$ cat config.mk
export PLATFORM = sky130hd
export DESIGN_NAME = image_mem_arbiter
export DESIGN_NICKNAME = d
export VERILOG_FILES = /design/src/rtl/image_mem_pkg.sv /design/src/rtl/rr_picker.sv /design/src/rtl/image_mem_arbiter.sv
export SDC_FILE = /design/constraint.sdc
export NUM_CORES = 1
export LEC_CHECK = 0
export BUFFER_PORTS_ARGS = -buffer_cell sky130_fd_sc_hd__buf_2
export CORE_ASPECT_RATIO = 1.75
export CORE_MARGIN = 2
export CORE_UTILIZATION = 35
export CTS_BUF_LIST = sky130_fd_sc_hd__clkbuf_8 sky130_fd_sc_hd__clkbuf_16
export DETAILED_ROUTE_END_ITERATION = 6
export PLACE_DENSITY_LB_ADDON = 0.2
export SKIP_LAST_GASP = 1
export SLEW_MARGIN = 20
export SYNTH_ARGS = -nofsm -noshare
export SYNTH_HDL_FRONTEND = slang
export SYNTH_SLANG_ARGS = --single-unit
$ cat constraint.sdc
create_clock -name Control_CLK -period 1.9 [get_ports Control_CLK]
set_input_delay 0.19 -clock Control_CLK [delete_from_list [all_inputs] [get_ports Control_CLK]]
set_output_delay 0.19 -clock Control_CLK [all_outputs]
set_load 0.05 [all_outputs]
$ cat src/rtl/image_mem_pkg.sv
// Shared constants and types for the image memory arbiter and the filter controller.
// The address-range check is enabled by defining ARB_ADDR_CHECK_EN.
package image_mem_pkg;

  typedef enum logic {
    ARB_IDLE   = 1'b0,
    ARB_LOCKED = 1'b1
  } arb_state_e;

  localparam int REQ_LOAD  = 0;
  localparam int REQ_FETCH = 1;
  localparam int REQ_WRITE = 2;

  // Input image is padded by one pixel on every side for the 3x3 window.
  localparam int IMG_DIM     = 512;
  localparam int WIN_DIM     = 3;
  localparam int PAD_DIM     = IMG_DIM + WIN_DIM - 1;
  localparam int RESULT_BASE = PAD_DIM * PAD_DIM;
  localparam int MEM_WORDS   = 2 * RESULT_BASE;

  function automatic logic [31:0] pad_addr(input int unsigned row, input int unsigned col);
    return 32'(row * PAD_DIM + col);
  endfunction

endpackage

$ cat src/rtl/rr_picker.sv
// Combinational cyclic-priority picker: searches req_i starting one past ptr_i
// and returns a one-hot grant (all zero when nothing requests).
module rr_picker #(
  parameter int N  = 3,
  parameter int PW = 2
) (
  input  logic [N-1:0]  req_i,
  input  logic [PW-1:0] ptr_i,
  output logic [N-1:0]  gnt_o
);

  logic [N-1:0] hi_req;
  logic [N-1:0] src;

  always_comb begin
    hi_req = '0;
    for (int i = 0; i < N; i++) begin
      hi_req[i] = req_i[i] && (i > int'(ptr_i));
    end
    // Requesters above the pointer win first; otherwise wrap to the bottom.
    src   = (|hi_req) ? hi_req : req_i;
    gnt_o = '0;
    for (int i = N - 1; i >= 0; i--) begin
      if (src[i]) begin
        gnt_o    = '0;
        gnt_o[i] = 1'b1;
      end
    end
  end

endmodule

$ cat src/rtl/image_mem_arbiter.sv
// Round-robin arbiter sharing one synchronous RAM between loader, window fetch
// and result writer, with bounded locking. Define ARB_ADDR_CHECK_EN for range checking.
module image_mem_arbiter
  import image_mem_pkg::*;
#(
  parameter int N_REQ        = 3,
  parameter int ADDR_WIDTH   = 32,
  parameter int DATA_WIDTH   = 24,
  parameter int MEM_DEPTH    = MEM_WORDS,
  parameter int READ_LATENCY = 1,
  parameter int LOCK_MAX     = 9
) (
  input  logic                        Control_CLK,
  input  logic                        Control_RST,
  input  logic [N_REQ-1:0]            arb_req,
  input  logic [N_REQ-1:0]            arb_lock,
  input  logic [N_REQ-1:0]            arb_we,
  input  logic [N_REQ*ADDR_WIDTH-1:0] arb_addr,
  input  logic [N_REQ*DATA_WIDTH-1:0] arb_wdata,
  output logic [N_REQ-1:0]            arb_gnt,
  output logic [N_REQ-1:0]            arb_rvalid,
  output logic [DATA_WIDTH-1:0]       arb_rdata,
  output logic                        arb_busy,
  output logic                        arb_err,
  output logic                        mem_en,
  output logic                        mem_we,
  output logic [ADDR_WIDTH-1:0]       mem_addr,
  output logic [DATA_WIDTH-1:0]       mem_wdata,
  input  logic [DATA_WIDTH-1:0]       mem_rdata,
  output arb_state_e                  dbg_state
);

  localparam int PTR_W = (N_REQ > 1) ? $clog2(N_REQ) : 1;
  localparam int CNT_W = $clog2(LOCK_MAX + 1);

  // Handshake: arb_req[i] is held until arb_gnt[i]; a grant seen before a rising
  // edge means the slot-i access is accepted at that edge, and the requester may
  // present new addr/data in the following cycle.

  arb_state_e       state_q, state_d;
  logic [PTR_W-1:0] owner_q, owner_d;
  logic [CNT_W-1:0] lock_cnt_q, lock_cnt_d, cnt_inc;
  logic [PTR_W-1:0] rr_ptr_q;

  logic [N_REQ-1:0]      pick_gnt;
  logic [N_REQ-1:0]      owner_hot;
  logic                  owner_req, owner_lock;
  logic                  accept, addr_bad;
  logic [PTR_W-1:0]      gnt_idx;
  logic                  sel_we, sel_lock;
  logic [ADDR_WIDTH-1:0] sel_addr;
  logic [DATA_WIDTH-1:0] sel_wdata;

  logic                  mem_en_q, mem_we_q;
  logic [ADDR_WIDTH-1:0] mem_addr_q;
  logic [DATA_WIDTH-1:0] mem_wdata_q;

  logic [READ_LATENCY:0][N_REQ-1:0] rv_pipe_q;
  logic [READ_LATENCY:0]            bad_pipe_q;
  logic [N_REQ-1:0]                 rv_new;
  logic                             bad_new;

  rr_picker #(
    .N  (N_REQ),
    .PW (PTR_W)
  ) u_picker (
    .req_i (arb_req),
    .ptr_i (rr_ptr_q),
    .gnt_o (pick_gnt)
  );

  always_comb begin
    owner_hot = '0;
    for (int i = 0; i < N_REQ; i++) begin
      if (PTR_W'(i) == owner_q) owner_hot[i] = 1'b1;
    end
    owner_req  = |(arb_req & owner_hot);
    owner_lock = |(arb_lock & owner_hot);
  end

  always_comb begin
    gnt_idx   = '0;
    sel_we    = 1'b0;
    sel_lock  = 1'b0;
    sel_addr  = '0;
    sel_wdata = '0;
    for (int i = 0; i < N_REQ; i++) begin
      if (arb_gnt[i]) begin
        gnt_idx   = PTR_W'(i);
        sel_we    = arb_we[i];
        sel_lock  = arb_lock[i];
        sel_addr  = arb_addr[i*ADDR_WIDTH +: ADDR_WIDTH];
        sel_wdata = arb_wdata[i*DATA_WIDTH +: DATA_WIDTH];
      end
    end
  end

  assign accept = |arb_gnt;

`ifdef ARB_ADDR_CHECK_EN
  logic err_q;

  // Out-of-range accesses are still granted so the requester never stalls.
  assign addr_bad = accept && (sel_addr >= ADDR_WIDTH'(MEM_DEPTH));

  always_ff @(posedge Control_CLK or posedge Control_RST) begin
    if (Control_RST) err_q <= 1'b0;
    else             err_q <= addr_bad;
  end

  assign arb_err = err_q;
`else
  assign addr_bad = 1'b0;
  assign arb_err  = 1'b0;
`endif

  // FSM: state register.
  always_ff @(posedge Control_CLK or posedge Control_RST) begin
    if (Control_RST) begin
      state_q    <= ARB_IDLE;
      owner_q    <= '0;
      lock_cnt_q <= '0;
    end else begin
      state_q    <= state_d;
      owner_q    <= owner_d;
      lock_cnt_q <= lock_cnt_d;
    end
  end

  // FSM: next state.
  always_comb begin
    state_d    = state_q;
    owner_d    = owner_q;
    lock_cnt_d = lock_cnt_q;
    cnt_inc    = lock_cnt_q + CNT_W'(1);
    case (state_q)
      ARB_IDLE: begin
        if (accept && sel_lock) begin
          state_d    = ARB_LOCKED;
          owner_d    = gnt_idx;
          lock_cnt_d = CNT_W'(1);
        end
      end
      ARB_LOCKED: begin
        if (!owner_req || !owner_lock || (cnt_inc >= CNT_W'(LOCK_MAX))) begin
          state_d    = ARB_IDLE;
          lock_cnt_d = '0;
        end else begin
          lock_cnt_d = cnt_inc;
        end
      end
      default: begin
        state_d    = ARB_IDLE;
        lock_cnt_d = '0;
      end
    endcase
  end

  // FSM: outputs. While locked only the owner can be granted.
  always_comb begin
    arb_gnt = '0;
    if (state_q == ARB_IDLE) arb_gnt = pick_gnt;
    else if (owner_req)      arb_gnt = owner_hot;
    arb_busy  = (state_q == ARB_LOCKED);
    dbg_state = state_q;
  end

  assign rv_new  = (accept && !sel_we) ? arb_gnt : '0;
  assign bad_new = addr_bad && !sel_we;

  always_ff @(posedge Control_CLK or posedge Control_RST) begin
    if (Control_RST) begin
      rr_ptr_q    <= PTR_W'(N_REQ - 1);
      mem_en_q    <= 1'b0;
      mem_we_q    <= 1'b0;
      mem_addr_q  <= '0;
      mem_wdata_q <= '0;
      rv_pipe_q   <= '0;
      bad_pipe_q  <= '0;
    end else begin
      mem_en_q <= accept && !addr_bad;
      mem_we_q <= accept && !addr_bad && sel_we;
      if (accept) begin
        rr_ptr_q    <= gnt_idx;
        mem_addr_q  <= sel_addr;
        mem_wdata_q <= sel_wdata;
      end
      // Stage 0 lines up with mem_en; the last stage lines up with mem_rdata.
      rv_pipe_q  <= {rv_pipe_q[READ_LATENCY-1:0], rv_new};
      bad_pipe_q <= {bad_pipe_q[READ_LATENCY-1:0], bad_new};
    end
  end

  assign mem_en     = mem_en_q;
  assign mem_we     = mem_we_q;
  assign mem_addr   = mem_addr_q;
  assign mem_wdata  = mem_wdata_q;
  assign arb_rvalid = rv_pipe_q[READ_LATENCY];
  assign arb_rdata  = ((|arb_rvalid) && !bad_pipe_q[READ_LATENCY]) ? mem_rdata : '0;

endmodule

==> results.sh, run 1 <==
export IMPL_status="complete, but fails checks"
export IMPL_violations="setup timing"
export IMPL_grt_setup_unrepaired="true"
export IMPL_synthArstFlopShare=1.000
export IMPL_synth_warning_count=0
export IMPL_ys_flop_type="dfrtp_1"
export IMPL_setup_viol=38
export IMPL_hpwl_um=11620
export IMPL_rr_endpoint="mem_addr[19]"
export IMPL_synth_edff_count=0
export IMPL_start_util=0.3586
export IMPL_end_kind="output pin"
export IMPL_path_clk_slew_ns=0.06
export IMPL_core_um2=12000
export IMPL_gr_total_overflow=0
export IMPL_h_tree_depth=3
export IMPL_synth_most_common_cell="dfrtp_1"
export IMPL_p_comb_frac=0.717
export IMPL_p_switching_mw=8.325
export IMPL_grt_usage=0.2310
export IMPL_yosysUniqueCellTypes=44
export IMPL_max_freq_mhz=514.5
export IMPL_power_mw=16.66
export IMPL_antenna_left=0
export IMPL_drtPass1Iterations=4
export IMPL_cts_sinks=73
export IMPL_cts_inserted_buffers=9
export IMPL_synth_common_cells="dfrtp_1, a22oi_1, a2bb2oi_1, o211ai_2, o211ai_1"
export IMPL_worstPathArrival_ns=1.75
export IMPL_drv_slew=0
export IMPL_rr_worst_depth=7
export IMPL_powerDensity_nw_per_um2=2312
export IMPL_drt_iter0_drc=151
export IMPL_synth_seq_cells=73
export IMPL_synth_top_area_frac=0.4186
export IMPL_hold_viol=0
export IMPL_cts_root_buf="clkbuf_16"
export IMPL_finClkSkew_ns=0.008348
export IMPL_port_buffers=292
export IMPL_insertion_delay_ns=0.33
export IMPL_worstSetupPathType="reg -> out"
export IMPL_synthesis_nets=590
export IMPL_grt_max_degree=74
export IMPL_placed_cells=825
export IMPL_synth_area_um2=4304
export IMPL_clockBufferDepth=2
export IMPL_p_leak_nw=3.441
export IMPL_drt_wl_total_um=17090
export IMPL_switching_share=0.4996
export IMPL_path_cells="or4b_4 > and2_4 > clkinvlp_4 > buf_8"
export IMPL_fp_dieH_um=150.7
export IMPL_whs_path_depth=2
export IMPL_gp_congestion=0.8986
export IMPL_required_ns=1.71
export IMPL_die_w_um=87.83
export IMPL_grt_pass1_wl_um=23140
export IMPL_pwr_share_seq=0.179
export IMPL_hp_class="in -> reg"
export IMPL_cap_violations=0
export IMPL_ir_worst_vdd_mv=1.158
export IMPL_tritoncts="done"
export IMPL_holdPathEnd="rv_pipe_q[1]"
export IMPL_final_instance_count_excl_fill=871
export IMPL_num_vias=4669
export IMPL_internal_power_mw=8.340
export IMPL_rows=53
export IMPL_hp_start="arb_we[1]"
export IMPL_crit_slowest_cell="or4b_4"
export IMPL_io_pins=294
export IMPL_detail_route_wl_per_cell_um=19.62
export IMPL_crit_path_max_incr_delay_ns=0.55
export IMPL_crit_fanout=8
export IMPL_crit_family="simple AND/OR/NAND/NOR gates"
export IMPL_p_clk_frac=0.104
export IMPL_route_detailed_drc=0
export IMPL_fin_nets=905
export IMPL_first_global_vias=4537
export IMPL_avgSynthCellArea_um2=11.18
export IMPL_min_period_ns=1.944
export IMPL_synth_cells=385
export IMPL_crit_reg2reg_launch="arb_busy"
export IMPL_die_area_um2=13240
export IMPL_synth_area_leaders="dfrtp_1, a22oi_1, a2bb2oi_1, o211ai_2, o211ai_1"
export IMPL_areaGrowthSynthToFinish_pct=67.44
export IMPL_critPathBufInv=2
export IMPL_drive_gt1_frac=0.6709
export IMPL_r2r_setup_slack_ns=-0.04
export IMPL_seq_area_frac_synth=0.4247
export IMPL_finalWorstSetupSlack_ns=-0.04375
export IMPL_antenna_found_initial=2
export IMPL_synth_largest_area_cell="dfrtp_1"
export IMPL_fin_crit_sh=1.023
export IMPL_start_kind="flip-flop"
export IMPL_drt_vias_per_instance=5.361
==> layer usage <==
metal  vias up  part of all wire  GRT usage  routed length [µm]
met4         2             0.026    0.08538                 446
li1       2151                 -          -                   -
met5         -           0.00076          0                  13
met3        32             0.063    0.04550                1075
met1      2249              0.34     0.2456                5895
met2       235              0.57     0.4364                9660
==> worst max-delay path by stage <==
stage | from | endpoint | slack, ns | cells after the start
after detailed placement | rr_ptr_q[1] | mem_wdata[12] | -0.005 | 7
final | arb_busy | arb_gnt[0] | -0.04 | 4
after CTS | arb_busy | mem_addr[31] | -0.1 | 7
after global routing | arb_busy | mem_addr[19] | -0.13 | 7
after global placement | owner_q[0] | lock_cnt_q[3] | 0.08 | 6
after floorplan | arb_busy | mem_we | -0.16 | 9
==> kinds of logic (layout without fill, tap and decap cells) <==
kind of cell / after synthesis / after routing / share of synthesized area
simple gates: 55 / 56 / 0.08634
other cells: 1 / 2 / 0.0008713
flops: 73 / 73 / 0.4247
compound gates: 196 / 196 / 0.4055
buf+inv: 58 / 377 / 0.07674
fa+ha+maj: 2 / 2 / 0.005813
==> sequential cells by signal (all words and copies together), names as in the netlist <==
register and cells:
owner_q 2, mem_addr 32, mem_we 1, arb_rvalid 3
rv_pipe_q 3, mem_en 1, arb_busy 1, lock_cnt_q 4
rr_ptr_q 2, mem_wdata 24
==> stage by stage <==
stage	setup slack [ns]	setup TNS (ns)	utilization	area [µm²]	hold WS, ns
4_1_cts	-0.09809	-4.584	0.5579	6696	0.03140
3_5_place_dp	-0.004900	-0.004900	0.5082	6100	0.3329
2_1_floorplan	-0.1566	-0.9366	-	4345	0.2791
6_report	-0.04375	-0.5791	0.6004	7207	0.04793
3_3_place_gp	0.08186	0	0.5082	6100	0.3244
5_1_grt	-0.1290	-3.952	0.6004	7207	0.04161
==> cells in the final DEF (no fill, tap or decap), types with 4 or more instances in the layout <==
master and n:
a22oi_1 47, a22oi_2 10, a2bb2oi_1 11, a2bb2oi_2 45, buf_12 17, buf_16 4, buf_2 289, buf_4 29
clkbuf_16 13, dfrtp_1 70, inv_1 8, nor2_1 5, nor2b_1 26, nor3_1 5, o211ai_1 28, o211ai_2 30
==> timing repair <==
action                                  4_1_cts  5_1_grt
endpoints found under the setup margin        4       69
hold endpoints to repair                     72        0
buffers inserted                              8       12
pin swaps                                     5        7
cloned                                        4        4
resized for setup                            27       54
hold buffers                                  1        0
==> cell type report <==
class / instances / area, µm²
fillers: 1026 / 4796
multi-input cells: 255 / 2509
repair buffers: 349 / 2288
flip-flops and latches: 73 / 1831
clock buffers: 11 / 252.7
well taps: 165 / 206.4
inverters: 12 / 62.56
clock inverters: 5 / 55.05
diodes: 1 / 2.502
==> power groups by stage <==
stage | Sequential [mW] | Combinational (mW) | Clock [mW]
2_1_floorplan | 5.09 | 5.14 | 0
3_3_place_gp | 2.90 | 9.64 | 0
3_5_place_dp | 2.89 | 9.85 | 0
4_1_cts | 2.92 | 10.7 | 1.77
5_1_grt | 3.06 | 12.5 | 1.84
6_report | 2.99 | 11.9 | 1.73
Note: power is estimated with default switching activity, not from simulation.
==> run 2, diff against run 1 <==
- ABC_AREA: not set -> 1
- CELL_PAD_IN_SITES_DETAIL_PLACEMENT: not set -> 0
- CELL_PAD_IN_SITES_GLOBAL_PLACEMENT: not set -> 1
- CORE_UTILIZATION: 35 -> 24
==> results.sh, run 2 <==
export IMPL_synth_largest_area_cell="dfrtp_1"
export IMPL_p_leak_nw=3.750
export IMPL_seq_area_frac_synth=0.4571
export IMPL_cts_root_buf="clkbuf_16"
export IMPL_clockBufferDepth=2
export IMPL_rr_worst_depth=12
export IMPL_fp_dieH_um=174.8
export IMPL_fin_crit_sh=0.9579
export IMPL_powerDensity_nw_per_um2=2003
export IMPL_drtPass1Iterations=4
export IMPL_detail_route_wl_per_cell_um=13.79
export IMPL_r2r_setup_slack_ns=0.10
export IMPL_avgSynthCellArea_um2=6.871
export IMPL_whs_path_depth=3
export IMPL_synth_area_leaders="dfrtp_1, nand2_1, a21oi_1, inv_1, nor2_1"
export IMPL_gp_congestion=0.7962
export IMPL_synth_seq_cells=73
export IMPL_rows=62
export IMPL_hpwl_um=11460
export IMPL_synth_area_um2=3999
export IMPL_worstSetupPathType="reg -> out"
export IMPL_path_clk_slew_ns=0.06
export IMPL_final_common_cell="nand2_1"
export IMPL_synth_common_cells="nand2_1, dfrtp_1, a21oi_1, inv_1, nor2_1"
export IMPL_final_cell_mix="nand2_1, buf_2, dfrtp_1"
export IMPL_rr_endpoint="mem_addr[28]"
export IMPL_end_kind="output pin"
export IMPL_tritoncts="done"
export IMPL_insertion_delay_ns=0.33
export IMPL_drt_iter0_drc=102
export IMPL_crit_fanout=25
export IMPL_hp_class="in -> reg"
export IMPL_grt_setup_unrepaired="true"
export IMPL_grt_pass1_wl_um=23310
export IMPL_min_period_ns=1.820
export IMPL_synth_top_area_frac=0.4506
export IMPL_max_freq_mhz=549.4
export IMPL_synth_edff_count=0
export IMPL_io_pins=294
export IMPL_synth_most_common_cell="nand2_1"
export IMPL_route_detailed_drc=0
export IMPL_antenna_left=0
export IMPL_num_vias=4618
export IMPL_drt_vias_per_instance=4.168
export IMPL_finalWorstSetupSlack_ns=0.07999
export IMPL_nFillCells=1826
export IMPL_grt_max_degree=74
export IMPL_first_global_vias=4580
export IMPL_gr_total_overflow=0
export IMPL_hold_viol=0
export IMPL_holdPathEnd="mem_addr[18]"
export IMPL_synth_warning_count=0
export IMPL_start_util=0.2443
export IMPL_synthArstFlopShare=1.000
export IMPL_h_tree_depth=3
export IMPL_start_kind="flip-flop"
export IMPL_finClkSkew_ns=0.01100
export IMPL_core_um2=16370
export IMPL_hp_start="arb_addr[82]"
export IMPL_drive_gt1_frac=0.3998
export IMPL_setup_viol=0
export IMPL_drt_wl_total_um=15280
export IMPL_ys_flop_type="dfrtp_1"
export IMPL_power_mw=12.54
export IMPL_grt_usage=0.1728
export IMPL_die_w_um=101.6
export IMPL_drv_slew=0
export IMPL_yosysUniqueCellTypes=27
export IMPL_required_ns=1.71
export IMPL_port_buffers=292
export IMPL_fin_nets=1083
export IMPL_cts_inserted_buffers=9
export IMPL_areaGrowthSynthToFinish_pct=56.51
export IMPL_cts_sinks=73
export IMPL_crit_reg2reg_launch="rr_ptr_q[1]"
export IMPL_antenna_found_initial=2
export IMPL_dp_slack_ns=0.1642
export IMPL_cap_violations=0
export IMPL_die_area_um2=17750
export IMPL_ir_worst_vdd_mv=0.6987
export IMPL_largest_reg_flops=32
export IMPL_synth_cells=582
export IMPL_status="finished, final reports clean"
export IMPL_worstPathArrival_ns=1.63
export IMPL_synthesis_nets=787
## run 2: changes by cell type after synthesis, moves of 30 or more
cell / before / now
nand2_1: 0 / 311
a21oi_1: 3 / 59
a2bb2oi_1: 46 / 0
o211ai_2: 30 / 0
a22oi_1: 57 / 0
## run 2: critical path, cell delays in order (launching register included)
cell,delay (ns)
dfrtp_2,0.44
a211oi_1,0.26
nand2_2,0.11
nand2_4,0.12
buf_12,0.18
buf_6,0.17
## run 2: timing repair
| item | 4_1_cts | 5_1_grt |
|---|---|---|
| setup endpoints to repair | 3 | 22 |
| buffers inserted | 4 | 2 |
| resized for setup | 8 | 9 |
| hold buffers | 1 | 0 |
| gates cloned | 2 | 0 |
| pin swaps | 0 | 3 |
| hold endpoints to repair | 48 | 0 |
## run 2: cell type report
type,instances,area (µm²),share of cell area
clock buffers,10,239.0,0.03818
diodes,1,2.502,0.0003998
flip-flops and latches,73,1829,0.2923
well taps,224,280.3,0.04478
repair buffers,317,1824,0.2915
clock inverters,6,83.83,0.01339
inverters,43,170.2,0.02719
multi-input cells,434,1829,0.2923
## run 2: report_power, final
| part | internal (mW) | switching (mW) | leakage [nW] |
|---|---|---|---|
| clock | 1.18 | 0.672 | 0.161 |
| sequential | 2.33 | 0.402 | 0.877 |
| combinational | 2.22 | 5.74 | 2.71 |
## run 2: cell families after synthesis
group / count (synthesis) / synth area share
xor+xnor: 1 / 0.002191
compound gates: 65 / 0.08323
fa+ha+maj: 2 / 0.006257
other cells: 1 / 0.0009378
buf+inv: 75 / 0.09355
flops: 73 / 0.4571
simple gates: 365 / 0.3567
## run 2: metal layers
metal | routed length, µm | GRT usage
met1 | 5539 | 0.1835
met2 | 8477 | 0.3204
met3 | 802 | 0.03560
met4 | 450 | 0.07151
met5 | 11 | 0
## run 2: worst max-delay path by stage
stage | from | endpoint | slack (ns) | depth (start not counted)
final | arb_busy | arb_gnt[2] | 0.08 | 5
after global routing | rr_ptr_q[1] | mem_addr[26] | -0.06 | 12
after CTS | arb_busy | arb_gnt[2] | 0.01 | 5
after detailed placement | rr_ptr_q[1] | owner_q[1] | 0.16 | 12
after global placement | rr_ptr_q[1] | rv_pipe_q[0] | 0.17 | 10
after floorplan | arb_busy | mem_wdata[13] | 0.14 | 9
## run 2: metrics by stage
stage	hold WS (ns)	area, µm²	setup TNS (ns)	util	cells
after floorplan	0.3108	4003	0	-	582
after global placement	0.3322	5744	0	0.3509	1082
after detailed placement	0.3385	5744	0	0.3509	1082
after CTS	0.04961	6198	0	0.3787	1105
after global routing	0.05680	6259	-0.6665	0.3824	1108
final	0.05872	6259	0	0.3824	1108
